## src/rtl/btn_pkg.sv

```systemverilog
// btn_pkg: shared definitions for the pushbutton debounce/pulse block.
// Holds the per-channel state encoding and the default configuration constants
// used by debounce_channel and btn_debounce_pulse.
package btn_pkg;

  typedef enum logic [1:0] {
    IDLE         = 2'd0,
    PRESS_WAIT   = 2'd1,
    HELD         = 2'd2,
    RELEASE_WAIT = 2'd3
  } chan_state_t;

  localparam int DEF_SYNC_STAGES     = 2;
  localparam int DEF_DEBOUNCE_CYCLES = 1000000;  // 10 ms at 100 MHz
  localparam int DEF_CNT_W           = 20;       // 2**20 > 1000000
  localparam int DEF_REPEAT_CYCLES   = 50000000; // 0.5 s at 100 MHz

endpackage

```

## src/rtl/debounce_channel.sv

```systemverilog
// debounce_channel: one pushbutton conditioning channel.
// Synchronises a raw asynchronous button, debounces it with a counter FSM and
// produces a registered debounced level plus a one-cycle press pulse.
// Optional build macro: AUTO_REPEAT_EN (adds REPEAT_CYCLES and a repeat counter
// that re-pulses while the button stays held).
// Ports:
//   clk    in  system clock, rising edge
//   reset  in  asynchronous, active-high; clears all state
//   raw    in  raw button input, asynchronous to clk
//   pulse  out one-cycle pulse on each accepted press (and each repeat)
//   lvl    out debounced level
module debounce_channel
  import btn_pkg::*;
#(
  parameter int SYNC_STAGES     = DEF_SYNC_STAGES,
  parameter int DEBOUNCE_CYCLES = DEF_DEBOUNCE_CYCLES,
  parameter int CNT_W           = DEF_CNT_W
`ifdef AUTO_REPEAT_EN
  ,
  parameter int REPEAT_CYCLES   = DEF_REPEAT_CYCLES
`endif
) (
  input  logic clk,
  input  logic reset,
  input  logic raw,
  output logic pulse,
  output logic lvl
);

  localparam logic [CNT_W-1:0] CNT_LAST = CNT_W'(DEBOUNCE_CYCLES - 1);

`ifdef AUTO_REPEAT_EN
  localparam int RPT_W = (REPEAT_CYCLES > 1) ? $clog2(REPEAT_CYCLES) : 1;
  localparam logic [RPT_W-1:0] RPT_LAST = RPT_W'(REPEAT_CYCLES - 1);
  logic [RPT_W-1:0] rpt_reg;
`endif

  logic [SYNC_STAGES-1:0] sync_reg;
  logic                   s;
  chan_state_t            state_reg;
  logic [CNT_W-1:0]       cnt_reg;
  logic                   pulse_reg;
  logic                   lvl_reg;

  // Synchroniser chain: bit 0 samples the raw pin, the top bit is the clean copy.
  always_ff @(posedge clk or posedge reset) begin
    if (reset) begin
      sync_reg <= '0;
    end else begin
      sync_reg <= {sync_reg[SYNC_STAGES-2:0], raw};
    end
  end

  assign s = sync_reg[SYNC_STAGES-1];

  always_ff @(posedge clk or posedge reset) begin
    if (reset) begin
      state_reg <= IDLE;
      cnt_reg   <= '0;
      pulse_reg <= 1'b0;
      lvl_reg   <= 1'b0;
`ifdef AUTO_REPEAT_EN
      rpt_reg   <= '0;
`endif
    end else begin
      pulse_reg <= 1'b0;  // pulse is high for one cycle only
      case (state_reg)
        IDLE: begin
          if (s) begin
            state_reg <= PRESS_WAIT;
            cnt_reg   <= '0;
          end
        end
        PRESS_WAIT: begin
          if (!s) begin
            state_reg <= IDLE;  // bounce: no pulse
          end else if (cnt_reg == CNT_LAST) begin
            state_reg <= HELD;
            lvl_reg   <= 1'b1;
            pulse_reg <= 1'b1;
`ifdef AUTO_REPEAT_EN
            rpt_reg   <= '0;
`endif
          end else begin
            cnt_reg <= cnt_reg + 1'b1;
          end
        end
        HELD: begin
          if (!s) begin
            // Repeat counter is deliberately left untouched (frozen) here.
            state_reg <= RELEASE_WAIT;
            cnt_reg   <= '0;
          end
`ifdef AUTO_REPEAT_EN
          else if (rpt_reg == RPT_LAST) begin
            pulse_reg <= 1'b1;
            rpt_reg   <= '0;
          end else begin
            rpt_reg <= rpt_reg + 1'b1;
          end
`endif
        end
        RELEASE_WAIT: begin
          if (s) begin
            state_reg <= HELD;  // release bounce: back to held, no new pulse
`ifdef AUTO_REPEAT_EN
            rpt_reg   <= '0;
`endif
          end else if (cnt_reg == CNT_LAST) begin
            state_reg <= IDLE;
            lvl_reg   <= 1'b0;
          end else begin
            cnt_reg <= cnt_reg + 1'b1;
          end
        end
        default: state_reg <= IDLE;
      endcase
    end
  end

  assign pulse = pulse_reg;
  assign lvl   = lvl_reg;

endmodule

```

## src/rtl/btn_debounce_pulse.sv

```systemverilog
// btn_debounce_pulse: conditions two raw pushbuttons for the P1/P2 sequence
// detector. Each button gets an independent debounce_channel; the channels
// are not arbitrated, so both pulses may fire in the same cycle.
// Optional build macro: AUTO_REPEAT_EN (auto-repeat pulses while held,
// interval REPEAT_CYCLES).
// Ports:
//   clk       in  system clock, rising edge
//   reset     in  asynchronous, active-high; clears all state
//   btn1_raw  in  raw pushbutton 1
//   btn2_raw  in  raw pushbutton 2
//   P1, P2    out one-cycle press pulses (to detector P1/P2)
//   P1_lvl    out debounced level, channel 1
//   P2_lvl    out debounced level, channel 2
module btn_debounce_pulse
  import btn_pkg::*;
#(
  parameter int SYNC_STAGES     = DEF_SYNC_STAGES,
  parameter int DEBOUNCE_CYCLES = DEF_DEBOUNCE_CYCLES,
  parameter int CNT_W           = DEF_CNT_W
`ifdef AUTO_REPEAT_EN
  ,
  parameter int REPEAT_CYCLES   = DEF_REPEAT_CYCLES
`endif
) (
  input  logic clk,
  input  logic reset,
  input  logic btn1_raw,
  input  logic btn2_raw,
  output logic P1,
  output logic P2,
  output logic P1_lvl,
  output logic P2_lvl
);

  logic [1:0] raw_vec;
  logic [1:0] pulse_vec;
  logic [1:0] lvl_vec;

  assign raw_vec = {btn2_raw, btn1_raw};

  genvar gi;
  for (gi = 0; gi < 2; gi++) begin : g_chan
    debounce_channel #(
      .SYNC_STAGES    (SYNC_STAGES),
      .DEBOUNCE_CYCLES(DEBOUNCE_CYCLES),
      .CNT_W          (CNT_W)
`ifdef AUTO_REPEAT_EN
      ,
      .REPEAT_CYCLES  (REPEAT_CYCLES)
`endif
    ) u_chan (
      .clk  (clk),
      .reset(reset),
      .raw  (raw_vec[gi]),
      .pulse(pulse_vec[gi]),
      .lvl  (lvl_vec[gi])
    );
  end

  assign P1     = pulse_vec[0];
  assign P2     = pulse_vec[1];
  assign P1_lvl = lvl_vec[0];
  assign P2_lvl = lvl_vec[1];

endmodule

```

## config.mk

```make
export PLATFORM = sky130hd
export DESIGN_NAME = btn_debounce_pulse
export DESIGN_NICKNAME = d
export VERILOG_FILES = /design/src/rtl/btn_pkg.sv /design/src/rtl/debounce_channel.sv /design/src/rtl/btn_debounce_pulse.sv
export SDC_FILE = /design/constraint.sdc
export NUM_CORES = 1
export LEC_CHECK = 0
export BUFFER_PORTS_ARGS = -buffer_cell sky130_fd_sc_hd__buf_2
export CORE_MARGIN = 2
export CORE_UTILIZATION = 50
export CTS_BUF_LIST = sky130_fd_sc_hd__clkbuf_8
export CTS_CLUSTER_SIZE = 14
export DETAILED_ROUTE_END_ITERATION = 8
export PLACE_DENSITY = 0.63
export SLEW_MARGIN = 5
export SYNTH_ARGS = -nofsm -noshare
export SYNTH_HDL_FRONTEND = slang
export SYNTH_SLANG_ARGS = --single-unit
```

## constraint.sdc

```tcl
create_clock -name clk -period 2 [get_ports clk]
set_input_delay 0.4 -clock clk [delete_from_list [all_inputs] [get_ports clk]]
set_output_delay 0.4 -clock clk [all_outputs]
set_load 0.02 [all_outputs]
```

# After elaboration in Yosys (flattened, before gate mapping)
# Index checks and enable logic that the tools add are counted.
# classes
addsub,2
n_eq_ne,24
mux,42
n_reduce_logical,10
# op_table
op,count
20-bit 2-to-1 mux,10
20-bit one-hot mux with 4 select lines,2
"20-bit by 1-bit adder with 20-bit output, second input constant",2
"20-bit == test, second input constant",2
2-bit 2-to-1 mux,12
"2-bit by 1-bit != test with 1-bit output, second input constant",8
2-bit one-hot mux with 4 select lines,2
4-bit AND reduction,4
1-bit 2-to-1 mux,14
5-bit AND reduction,2
"2-bit == test, second input constant",4
"2-bit != test, second input constant",4
"3-bit by 1-bit != test with 1-bit output, second input constant",2
"3-bit != test, second input constant",2
"2-bit by 1-bit == test with 1-bit output, second input constant",2
2-bit logical NOT,2
1-bit one-hot mux with 2 select lines,2
2-bit nonzero test,2
# totals
regBits,52
in_bits,4
output_inout_bits,4
word_cells,88

# Depth between registers and ports, before layout
# logic_depth
depth_word,4
ltp_mapped,7
depth_no_buf,6

# Hierarchy
# Synthesis repeated with hierarchy kept, for this count alone.
# hier_totals
hier_cells,330
hier_area_um2,3075.4
# by_module_without_submodules
mod,instances,cells_each,area_per_inst_um2,seq_area_each_um2
debounce_channel,2,165,1537.7,650.6

# Least setup slack after synthesis
# No wires, ideal clock.
# synth_path
path_type,register to register
startpoint,register g_chan[0].u_chan.cnt_reg[0]
endpoint,register with a tool-made name
setup_ps,125
arrival_time_ps,1608
t_required_ps,1875
path_slack_ps,267
stages_incl_launch_ff,8
path_buffers,2
period_less_slack_ps,1733
cell_sequence,dfrtp_1 ha_1 and4_1 clkbuf_2 and2_0 clkbuf_1 nand3_1 mux2_2
# synth_lines
item,line,source
start: declaration,debounce_channel.sv:41,logic [CNT_W-1:0] cnt_reg;
start signal: assignment,debounce_channel.sv:85,cnt_reg <= cnt_reg + 1'b1;
start signal: assignment,debounce_channel.sv:113,cnt_reg <= cnt_reg + 1'b1;

# Final worst setup path
# layout_path
startpoint,register g_chan[1].u_chan.cnt_reg[0]
endpoint,register g_chan[1].u_chan.cnt_reg[7]
# layout_between
elab_chain_cells,4
elab_cells_between_ends,6
cone_classes,add/sub: 1; eq/ne: 1; mux: 4
# layout_lines
item,line,source
start: declaration,debounce_channel.sv:41,
start signal: assignment,debounce_channel.sv:85,
start signal: assignment,debounce_channel.sv:113,
20-bit by 1-bit adder with 20-bit output / 20-bit == test (equally long branches),n/a,
20-bit 2-to-1 mux (*),"debounce_channel.sv:77, debounce_channel.sv:109",
"20-bit 2-to-1 mux, on equally long branches","debounce_channel.sv:104, debounce_channel.sv:75",
20-bit one-hot mux with 4 select lines (*),debounce_channel.sv:67,case (state_reg)
# Every way passes the cells marked *; elsewhere a longest branch is shown, timed or not. The select of a mux whose other input is x is not followed.
# A chain may end at the register's enable or synchronous reset.

==> metrics.txt <==
via count about 2.5k; NumNets Final between 300 and 400; Post-CTS Setup Repair Bufs 0; Ant. Diodes 0; final core utilization 57.0%; ys flop type dfrtp_1; leak pwr 1.50 nW; post-CTS sizing 0; Post-DRT Antenna Nets 0; Worst Tran Pin Value a little under 0.4 ns; Post-synth EDFFs 0; CP max FO 12; Hold Crit Class in2async; mean post-synth cell area between 9 and 10 sq um; Synth area leader dfrtp_1; dpl ws ~0.13 ns; antenna violations before repair 0; layout cell share with drive strength beyond 1 ~15%; synthesized cell area 3040 sq um; most common cell after layout, fill and taps aside dfrtp_1; setup TNS 0 ns; crit path DAT roughly 2.1 ns; Data required, critical path ~2.2 ns; Max Slew Vio Count 0; Layout Area Growth over Synthesis 10.3%; largest net degree at the start of global routing between 50 and 60; Post-Syn Nets about 320; Horiz. Die Dim a little over 80 microns; FFs w/ async S/R, synth 100%; fin crit share a little over nine tenths; core outline area 5890 sq um; Worst Setup Slack, final ~0.11 ns; max reg flops 40; worst IR drop on VDD just over 0.3 mV; Overflow after GRT 0; clock skew approximately 0.011 ns; min Tclk post-route roughly 1.9 ns; fin cells 409; maximum capacitance violations 0; chip height roughly 80 microns; Final HPWL DP between 4000 and 5000 microns; I/O pin total 8; total routed wirelength about 6700 microns; # rows 28; TritonRoute pass-1 iters 4; Max Clk Rate about 530 MHz; ranking of synthesized cells by area dfrtp_1 (43%), nand4_1 (3.7%), and4_1 (3.2%), mux2i_1 (3.0%), nand2_1 (3.0%); H-tree Lvls 2; total track usage between 20% and 30%; post-detailed-route via-to-cell ratio just over 6; # clock sinks 52; Clk Latency, worst-skew pair between 0.3 and 0.4 ns; CTS hold repair buffers 0; final setup vio count 0; startpoint types flip-flop; Root Buffer clkbuf_8; cells after synthesis approximately 320; final hold slack between 0.1 and 0.15 ns; total number of yosys warnings 0; status completed; Placed Instances about 400; vias in the first global route between 2k and 2.5k; Slew HR roughly three quarters; CP Class reg2reg; Die Area 6730 sq um; PortBufs 7; RSZ-0062 raised after global routing true; Initial Utilization 51.7%; Clock Pin Slew Worst Setup and Hold Paths 0.10 ns; wire per inst 16.3 microns; most frequent cells in the layout dfrtp_1 (52), nand2_1 (24), buf_4 (21); Synth top area share 42.8%; CTS tree done; Cell variety after synth 60; final hold violation count 0; Max clock buf depth 2; CP endpoint kind flip-flop; first-pass GRT wire length roughly 11000 microns; Seq cells post-synth between 50 and 60; GP Congestion between 0.8 and 0.9; 1st-iter DRT viols ~180; DRC viols 0; CTS Buf Count 5; sequential share of the synthesized area a little over two fifths; power density cells between 600 and 700 nW/um^2
area by class of cell:
type	instances	area, sq um
Fill cell	528	2530
Multi-Input combinational cell	237	1610
Sequential cell	52	1300
Timing Repair Buffer	29	213
Tap cell	75	93.8
Clock buffer	5	68.8
Clock inverter	3	42.5
Inverter	8	30.0
stage by stage:
step           power, mW  area [sq um]
2_1_floorplan       1.28          3040
3_3_place_gp        1.34          3250
3_5_place_dp        1.34          3250
4_1_cts             2.08          3360
5_1_grt             2.15          3360
6_report            2.05          3360
cell families after synthesis:
| group | count (synthesis) | share of synthesized area (%) |
|---|---|---|
| adder cells (fa/ha/maj) | 2 | 0.822 |
| flip-flops | 52 | 42.8 |
| AO/OA/AOI/OAI | 71 | 17.2 |
| buffers and inverters | 29 | 4.40 |
| XOR/XNOR | 4 | 1.15 |
| multiplexers | 15 | 5.18 |
| AND/OR/NAND/NOR | 145 | 28.5 |
report_power, final:
group          leakage [nW]  total, mW  internal, mW  switching (mW)
logic                 0.743      0.180        0.0752           0.105
registers             0.707       1.14          1.09          0.0513
clock network        0.0541      0.729         0.371           0.358
total                  1.50       2.05          1.54           0.515
metal layers:
| layer | global-route usage, % | part of all wire (%) |
|---|---|---|
| met5 | 0 | 0 |
| met4 | 8.33 | 2.3 |
| met3 | 3.74 | 2.6 |
| met2 | 36.6 | 48 |
| met1 | 28.6 | 47 |
worst max-delay path: stages, from the launching register on:
cell	delay, ns
dfrtp_1	0.43
ha_1	0.26
nand4_1	0.20
nor2_1	0.13
a21o_2	0.23
buf_4	0.19
o41ai_1	0.33
worst paths after layout:
path,startpoint,to,slack (ns),depth (start not counted)
min in group clk,btn2_raw,g_chan[1].u_chan.sync_reg[0],0.19,1
worst min-delay path,reset,asynchronous set/reset pin,0.11,3
worst max-delay path,g_chan[1].u_chan.cnt_reg[0],g_chan[1].u_chan.cnt_reg[7],0.11,6
worst max register to register,g_chan[1].u_chan.cnt_reg[0],g_chan[1].u_chan.cnt_reg[7],0.11,6
max in group asynchronous,reset,g_chan[0].u_chan.cnt_reg[13],1.64,3
worst min register to register,g_chan[0].u_chan.sync_reg[0],g_chan[0].u_chan.sync_reg[1],0.36,0
synth_stat cells (7+ instances only):
cell and number:
nand4_1 18, nand3_1 16, dfrtp_1 52, clkbuf_1 15, and4_1 11, nand2b_1 7
a31oi_1 7, nor3_1 11, and3_1 7, nand2_1 24, a21oi_1 11, mux2i_1 9
o21ai_0 7, and2_1 10, nor2_1 13
Note: power is estimated with default switching activity, not from simulation.
